File: src/rtl/serial_pkg.sv
// Shared definitions for the serial framer/deframer pair: FSM states, line levels, frame length.
package serial_pkg;

  typedef enum logic [2:0] {
    IDLE,
    DATA,
    PARITY,
    STOP,
    BREAK
  } state_t;

  localparam logic LVL_IDLE  = 1'b1;
  localparam logic LVL_START = 1'b0;
  localparam logic LVL_STOP  = 1'b1;

  // Clocks per frame: start + data + optional parity + stop.
  function automatic int unsigned frame_len(input int unsigned data_w,
                                            input int unsigned parity_en);
    return data_w + parity_en + 2;
  endfunction

endpackage

File: src/rtl/word_holding_reg.sv
// One-entry valid/ready word buffer; load registers in one cycle.
// Backpressure: a load while full and not being accepted is dropped and pulses overrun.
module word_holding_reg #(
  parameter int W = 8
) (
  input  logic         clkIn,
  input  logic         rstN,
  input  logic         load,
  input  logic [W-1:0] load_data,
  input  logic         load_perr,
  input  logic         ready,
  output logic [W-1:0] data,
  output logic         valid,
  output logic         perr,
  output logic         overrun
);

  logic can_load;

  // An accept in the same cycle frees the slot for the incoming word.
  assign can_load = !valid || ready;

  always_ff @(posedge clkIn or negedge rstN) begin
    if (!rstN) begin
      data    <= '0;
      valid   <= 1'b0;
      perr    <= 1'b0;
      overrun <= 1'b0;
    end else begin
      overrun <= 1'b0;
      if (valid && ready) begin
        valid <= 1'b0;
      end
      if (load) begin
        if (can_load) begin
          data  <= load_data;
          perr  <= load_perr;
          valid <= 1'b1;
        end else begin
          overrun <= 1'b1;
        end
      end
    end
  end

endmodule

File: src/rtl/serial_deframer.sv
// Serial-to-parallel deframer: start, DATA_W bits LSB-first, optional even parity, stop.
// Latency DATA_W+2+PARITY_EN edges start-to-valid; full output buffer drops new words (overrun).
module serial_deframer
  import serial_pkg::*;
#(
  parameter int DATA_W    = 8,
  parameter int PARITY_EN = 1
) (
  input  logic              clkIn,
  input  logic              rstN,
  input  logic              din,
  input  logic              ready,
  output logic [DATA_W-1:0] data,
  output logic              valid,
  output logic              perr,
  output logic              frame_err,
  output logic              overrun
);

  localparam int CNT_W = (DATA_W > 1) ? $clog2(DATA_W) : 1;
  localparam logic [CNT_W-1:0] LAST_BIT = CNT_W'(DATA_W - 1);

  state_t             state_q, state_d;
  logic [CNT_W-1:0]   cnt_q, cnt_d;
  logic [DATA_W-1:0]  shreg_q, shreg_d;
  logic               par_q, par_d;
  logic               perr_q, perr_d;
  logic               ferr_d;
  logic               load;

  always_ff @(posedge clkIn or negedge rstN) begin
    if (!rstN) begin
      state_q   <= IDLE;
      cnt_q     <= '0;
      shreg_q   <= '0;
      par_q     <= 1'b0;
      perr_q    <= 1'b0;
      frame_err <= 1'b0;
    end else begin
      state_q   <= state_d;
      cnt_q     <= cnt_d;
      shreg_q   <= shreg_d;
      par_q     <= par_d;
      perr_q    <= perr_d;
      frame_err <= ferr_d;
    end
  end

  always_comb begin
    state_d = state_q;
    cnt_d   = cnt_q;
    shreg_d = shreg_q;
    par_d   = par_q;
    perr_d  = perr_q;
    ferr_d  = 1'b0;
    load    = 1'b0;
    case (state_q)
      IDLE: begin
        if (din == LVL_START) begin
          state_d = DATA;
          cnt_d   = '0;
          par_d   = 1'b0;
          perr_d  = 1'b0;
        end
      end
      DATA: begin
        // New bits enter at the MSB so the first bit ends up in bit 0.
        shreg_d = {din, shreg_q[DATA_W-1:1]};
        par_d   = par_q ^ din;
        cnt_d   = cnt_q + CNT_W'(1);
        if (cnt_q == LAST_BIT) begin
          cnt_d   = '0;
          state_d = (PARITY_EN != 0) ? PARITY : STOP;
        end
      end
      PARITY: begin
        perr_d  = par_q ^ din;
        state_d = STOP;
      end
      STOP: begin
        if (din == LVL_STOP) begin
          load    = 1'b1;
          state_d = IDLE;
        end else begin
          ferr_d  = 1'b1;
          state_d = BREAK;
        end
      end
      BREAK: begin
        // A line held low after a bad stop must not look like a fresh start bit.
        if (din == LVL_IDLE) begin
          state_d = IDLE;
        end
      end
      default: begin
        state_d = IDLE;
      end
    endcase
  end

  word_holding_reg #(
    .W (DATA_W)
  ) u_hold (
    .clkIn     (clkIn),
    .rstN      (rstN),
    .load      (load),
    .load_data (shreg_q),
    .load_perr (perr_q),
    .ready     (ready),
    .data      (data),
    .valid     (valid),
    .perr      (perr),
    .overrun   (overrun)
  );

endmodule

File: config.mk
export PLATFORM = sky130hd
export DESIGN_NAME = serial_deframer
export DESIGN_NICKNAME = d
export VERILOG_FILES = /design/src/rtl/serial_pkg.sv /design/src/rtl/word_holding_reg.sv /design/src/rtl/serial_deframer.sv
export SDC_FILE = /design/constraint.sdc
export NUM_CORES = 1
export LEC_CHECK = 0
export CORE_MARGIN = 2
export CORE_UTILIZATION = 52
export DETAILED_ROUTE_END_ITERATION = 7
export PLACE_DENSITY = 0.76
export REMOVE_ABC_BUFFERS = 1
export SETUP_SLACK_MARGIN = 0.3
export SYNTH_ARGS = -nofsm -noshare
export SYNTH_HDL_FRONTEND = slang
export SYNTH_HIERARCHICAL = 1
export SYNTH_SLANG_ARGS = --single-unit
File: constraint.sdc
create_clock -name clkIn -period 1.9 [get_ports clkIn]
set_input_delay 0.38 -clock clkIn [delete_from_list [all_inputs] [get_ports clkIn]]
set_output_delay 0.38 -clock clkIn [all_outputs]
set_load 0.005 [all_outputs]
# After elaboration in Yosys (flattened, before gate mapping)
# Index checks and enable logic that the tools add are counted.
# word_totals
reg_bits	28
latchBits	0
ram_bits	0
romBits	0
in_bits	4
output_inout_bits	12
elab_cells	50
memories	0
# classes
add_sub_neg	1
n_mul	0
div	0
magnitude_cmp	0
n_eq_ne	8
shifts	0
muxes	20
bitwise_logic	1
n_reduce_logical	10
# op_table
op	n
2-to-1 mux 3 bit	6
case mux 3 bit (5 select lines)	1
2-to-1 mux 1 bit	10
equality test 3 x 2 -> 1 bit (second input constant)	2
equality test 3 bit (second input constant)	2
!= test 2 bit (second input constant)	3
case mux 3 bit (2 select lines)	1
AND reduction 2 bit	3
case mux 1 bit (2 select lines)	2
nonzero test 2 bit	2
adder 3 x 1 -> 3 bit (second input constant)	1
equality test 3 x 1 -> 1 bit (second input constant)	1
logical NOT 3 bit	1
AND reduction 3 bit	1
logical AND 1 bit	1
logical NOT 1 bit	1
logical OR 1 bit	1
XOR 1 bit	1

# Depth between registers and ports, before layout
# logic_depth
depth_word	4
ltp_mapped	5
mapped_depth_nobuf	5

# Hierarchy
# The synthesis kept the hierarchy.
# modules_own_cells
mod	instances	cells_each	area_per_inst_um2	seq_area_each_um2
serial_deframer	1	59	779.5	425.4
word_holding_reg	1	25	412.9	275.3

# Worst setup path before layout
# No wires, ideal clock.
# synth_path
path_kind	register to register
from	register state_q[2]
to	register u_hold.data[0]
setup_ps	125
arrival_ps	1246
t_required_ps	1775
slack_ps	529
stages_incl_launch_ff	6
n_path_buf	1
synth_period_minus_slack_ps	1371
cell_sequence	dfrtp_1 > buf_6 > nand3b_1 > nor2_1 > nand2_4 > mux2_2
# synth_via
elab_chain_len	3
# synth_rtl
element	line	rtl
start, declared	serial_deframer.sv:23	state_t state_q, state_d;
start signal, assigned	serial_deframer.sv:40	state_q <= state_d;
equality test 3 x 2 -> 1 bit	serial_deframer.sv:57	case (state_q)
2-to-1 mux 1 bit	serial_deframer.sv:57	
via load	serial_deframer.sv:29	logic load;
AND reduction 2 bit (no line)	--	
end signal, assigned	word_holding_reg.sv:36	data <= load_data;
end, declared	word_holding_reg.sv:12	output logic [W-1:0] data,
# The timed path passes the listed nets, and every way through them passes these cells.
# A chain may end at the register's enable or synchronous reset.

# Worst setup path after layout
# layout_path
from	register u_hold.data[3]
to	output port data[3]
# layout_rtl
element	line	rtl
end, declared	serial_deframer.sv:13	output logic [DATA_W-1:0] data,
# No word-level cell between the ends.

==> flow_metrics.tcl <==
set metrics [dict create \
    cp-end-kind "primary output" \
    clkSinkCount 28 \
    finish.instance_area_um2 1480 \
    rows 17 \
    critical-path-top-delay-family "buffers and inverters" \
    ys_types 23 \
    netlist_area_um2 1190 \
    regArea_um2 701 \
    nNetsFinal 113 \
    start_util_pct 54.4 \
    dp_hpwl_um 1270 \
    ios 16 \
    cts_buffers 3 \
    dr.pass1.iters 3 \
    reg2reg_to "u_hold/data[1]" \
    yosysTopAreaCell "dfrtp_1" \
    clockRootBuffer "clkbuf_4" \
    max_slew_margin_pct 67.0 \
    period_needed_ns 1.57 \
    slowest_delay_ns 0.50 \
    grt_max_degree 29 \
    setup-tns-final_ns 0 \
    ys_async_sr_fraction_pct 100 \
    syn_avg_cell_area_um2 14.2 \
    drv_cap 0 \
    setup_viol 0 \
    n_antenna_cell 0 \
    reg2reg_slack_ns 0.43 \
    gp_congestion 0.792 \
    portBuffers 15 \
    grt-ovfl-total 0 \
    die_area_um2 2690 \
    clkLatencyLatePin_ns 0.32 \
    critical_path_required_ns 1.52 \
    top_layer "met4" \
    die_h_um 51.9 \
    path_clk_slew_ns 0.14 \
    grt_pass1_vias 674 \
    htree_levels 1 \
    r2r_start "state_q[2]" \
    drv_slew 0 \
    crit_path_end "data[3]" \
    routed_wl_um 1860 \
    ys.flop_type "dfrtp_1" \
    ys_top_cells_by_count "dfrtp_1, mux2_2, nor2_1" \
    grt_antenna_before_repair 0 \
    worst_hold_path_type "primary input to asynchronous set/reset pin" \
    cp.depth 1 \
    cpMaxStageDelayCell "clkdlybuf4s50_1" \
    grt_setup_unrepaired "false" \
    cp_data_arrival_time_ns 1.19 \
    leakagePower_uw 0.000800 \
    multiInputGateArea_um2 445 \
    fmax_mhz 638 \
    layout-drive-gt1-share_pct 34.9 \
    hold_viol_final 0 \
    grt_pass1_wl_um 3040 \
    grt_usage_pct 15.7 \
    drtIter0Drc 4 \
    syn_to_final_growth_pct 23.7 \
    hold_buffers 0 \
    vias_per_cell 5.10 \
    synth-edff-count 0 \
    synth_seq_cells 28 \
    via_count 684 \
    synthCells 84 \
    wl_met2_um 902 \
    yosys_warnings 6 \
    core_region_area_um2 2190 \
    critPathBufInv 1 \
    max-vdd-ir-drop_v 0.000915 \
    path_max_fanout 2 \
    dr_wl_met3_um 74 \
    die-width_um 51.9 \
    placed_cell_area_um2 1350 \
    drc_errors 0 \
    final.period_utilization_pct 82.5 \
    clk_path_buf_depth 2 \
    synth_top_area_share_pct 58.8 \
    critPathLaunchType "flip-flop" \
    final.fill_count 167 \
    wl_met1_um 837 \
    tightestPinTransition_ns 0.490 \
    ys_seq_area_share_pct 58.8 \
    crit_path_start "u_hold/data[3]" \
    reg2reg_depth 4 \
    synth_area_leaders "dfrtp_1, mux2_2, nor2_1" \
    outcome "complete, no violations" \
    synth.most_common_cell "dfrtp_1" \
    powerDensity_nw_per_um2 1550 \
    cp_cell_sequence "clkdlybuf4s50_1" \
    ant_nets 0 \
    finClkSkew_ns 0.00105 \
    crit_type "flip-flop to primary output" \
    cts_tree "yes" \
    wire_per_inst_um 13.9 \
]
cell usage in the layout (no fill, tap or decap), types with 2 or more instances in the layout:
| master | netlist | routed |
|---|---|---|
| inv_1 | 2 | 2 |
| mux2_2 | 19 | 19 |
| clkbuf_4 | 0 | 3 |
| buf_4 | 1 | 6 |
| nand2_1 | 4 | 4 |
| nor2_1 | 9 | 8 |
| a22o_2 | 2 | 2 |
| ha_1 | 2 | 2 |
| dfrtp_1 | 28 | 28 |
| clkdlybuf4s50_1 | 0 | 6 |
| dlymetal6s2s_1 | 0 | 8 |
area by class of cell:
class,instances,area share (%)
Clock buffer,3,1.53
Clock inverter,1,2.04
Inverter,2,0.509
Multi-Input combinational cell,50,30.2
Sequential cell,28,47.5
Tap cell,28,2.37
Timing Repair Buffer,22,15.9
worst min-delay path by stage:
stage | end | cells past startpoint
5_1_grt | frame_err | 2
4_1_cts | frame_err | 2
3_3_place_gp | perr_q | 1
6_report | frame_err | 2
2_1_floorplan | cnt_q[0] | 0
3_5_place_dp | u_hold/data[0] | 1
sequential cells by signal, summed over array words and instances (netlist names):
| register | cells |
|---|---|
| frame_err | 1 |
| u_hold/overrun | 1 |
| cnt_q | 3 |
| u_hold/valid | 1 |
| par_q | 1 |
| shreg_q | 8 |
| state_q | 3 |
| u_hold/perr | 1 |
| u_hold/data | 8 |
| perr_q | 1 |
metal layers:
layer	vias to the layer above	global-route usage (%)
met5	-	0
met4	0	11.0
met3	4	2.87
met2	12	22.6
met1	338	21.3
li1	330	-
through the flow:
step                      util [%]  hold slack (ns)  power (uW)  cells  setup slack [ns]
after floorplan                  -           0.0844        1520     80             0.531
after global placement        61.7            0.489        1810    125             0.212
after detailed placement      61.7            0.491        1850    125             0.173
after CTS                     64.7            0.413        2240    131             0.302
after global routing          67.3            0.442        2420    134             0.301
final                         67.3            0.406        2280    134             0.332
repair_timing:
action / 4_1_cts / 5_1_grt
setup endpoints to repair: 3 / 28
hold endpoints to repair: 0 / 0
pin swaps: 0 / 0
setup buffers: 2 / 3
resized for setup: 1 / 9
logic make-up (layout without fill, tap and decap cells):
kind of cell | count (synthesis) | count (layout) | synth area share [%]
adder cells (fa/ha/maj) | 2 | 2 | 2.10
flip-flops | 28 | 28 | 58.8
AND/OR/NAND/NOR | 20 | 20 | 10.8
XOR/XNOR | 1 | 1 | 0.735
buffers and inverters | 6 | 28 | 4.09
AO/OA/AOI/OAI | 7 | 7 | 4.72
multiplexers | 20 | 20 | 18.8
report_power, final:
group	switching, uW	leakage, uW	total [uW]	internal (uW)
combinational	294	0.000421	880	586
clock	169	0.0000279	382	213
sequential	173	0.000352	1020	845
No activity file was read; power rests on OpenSTA's default activity.
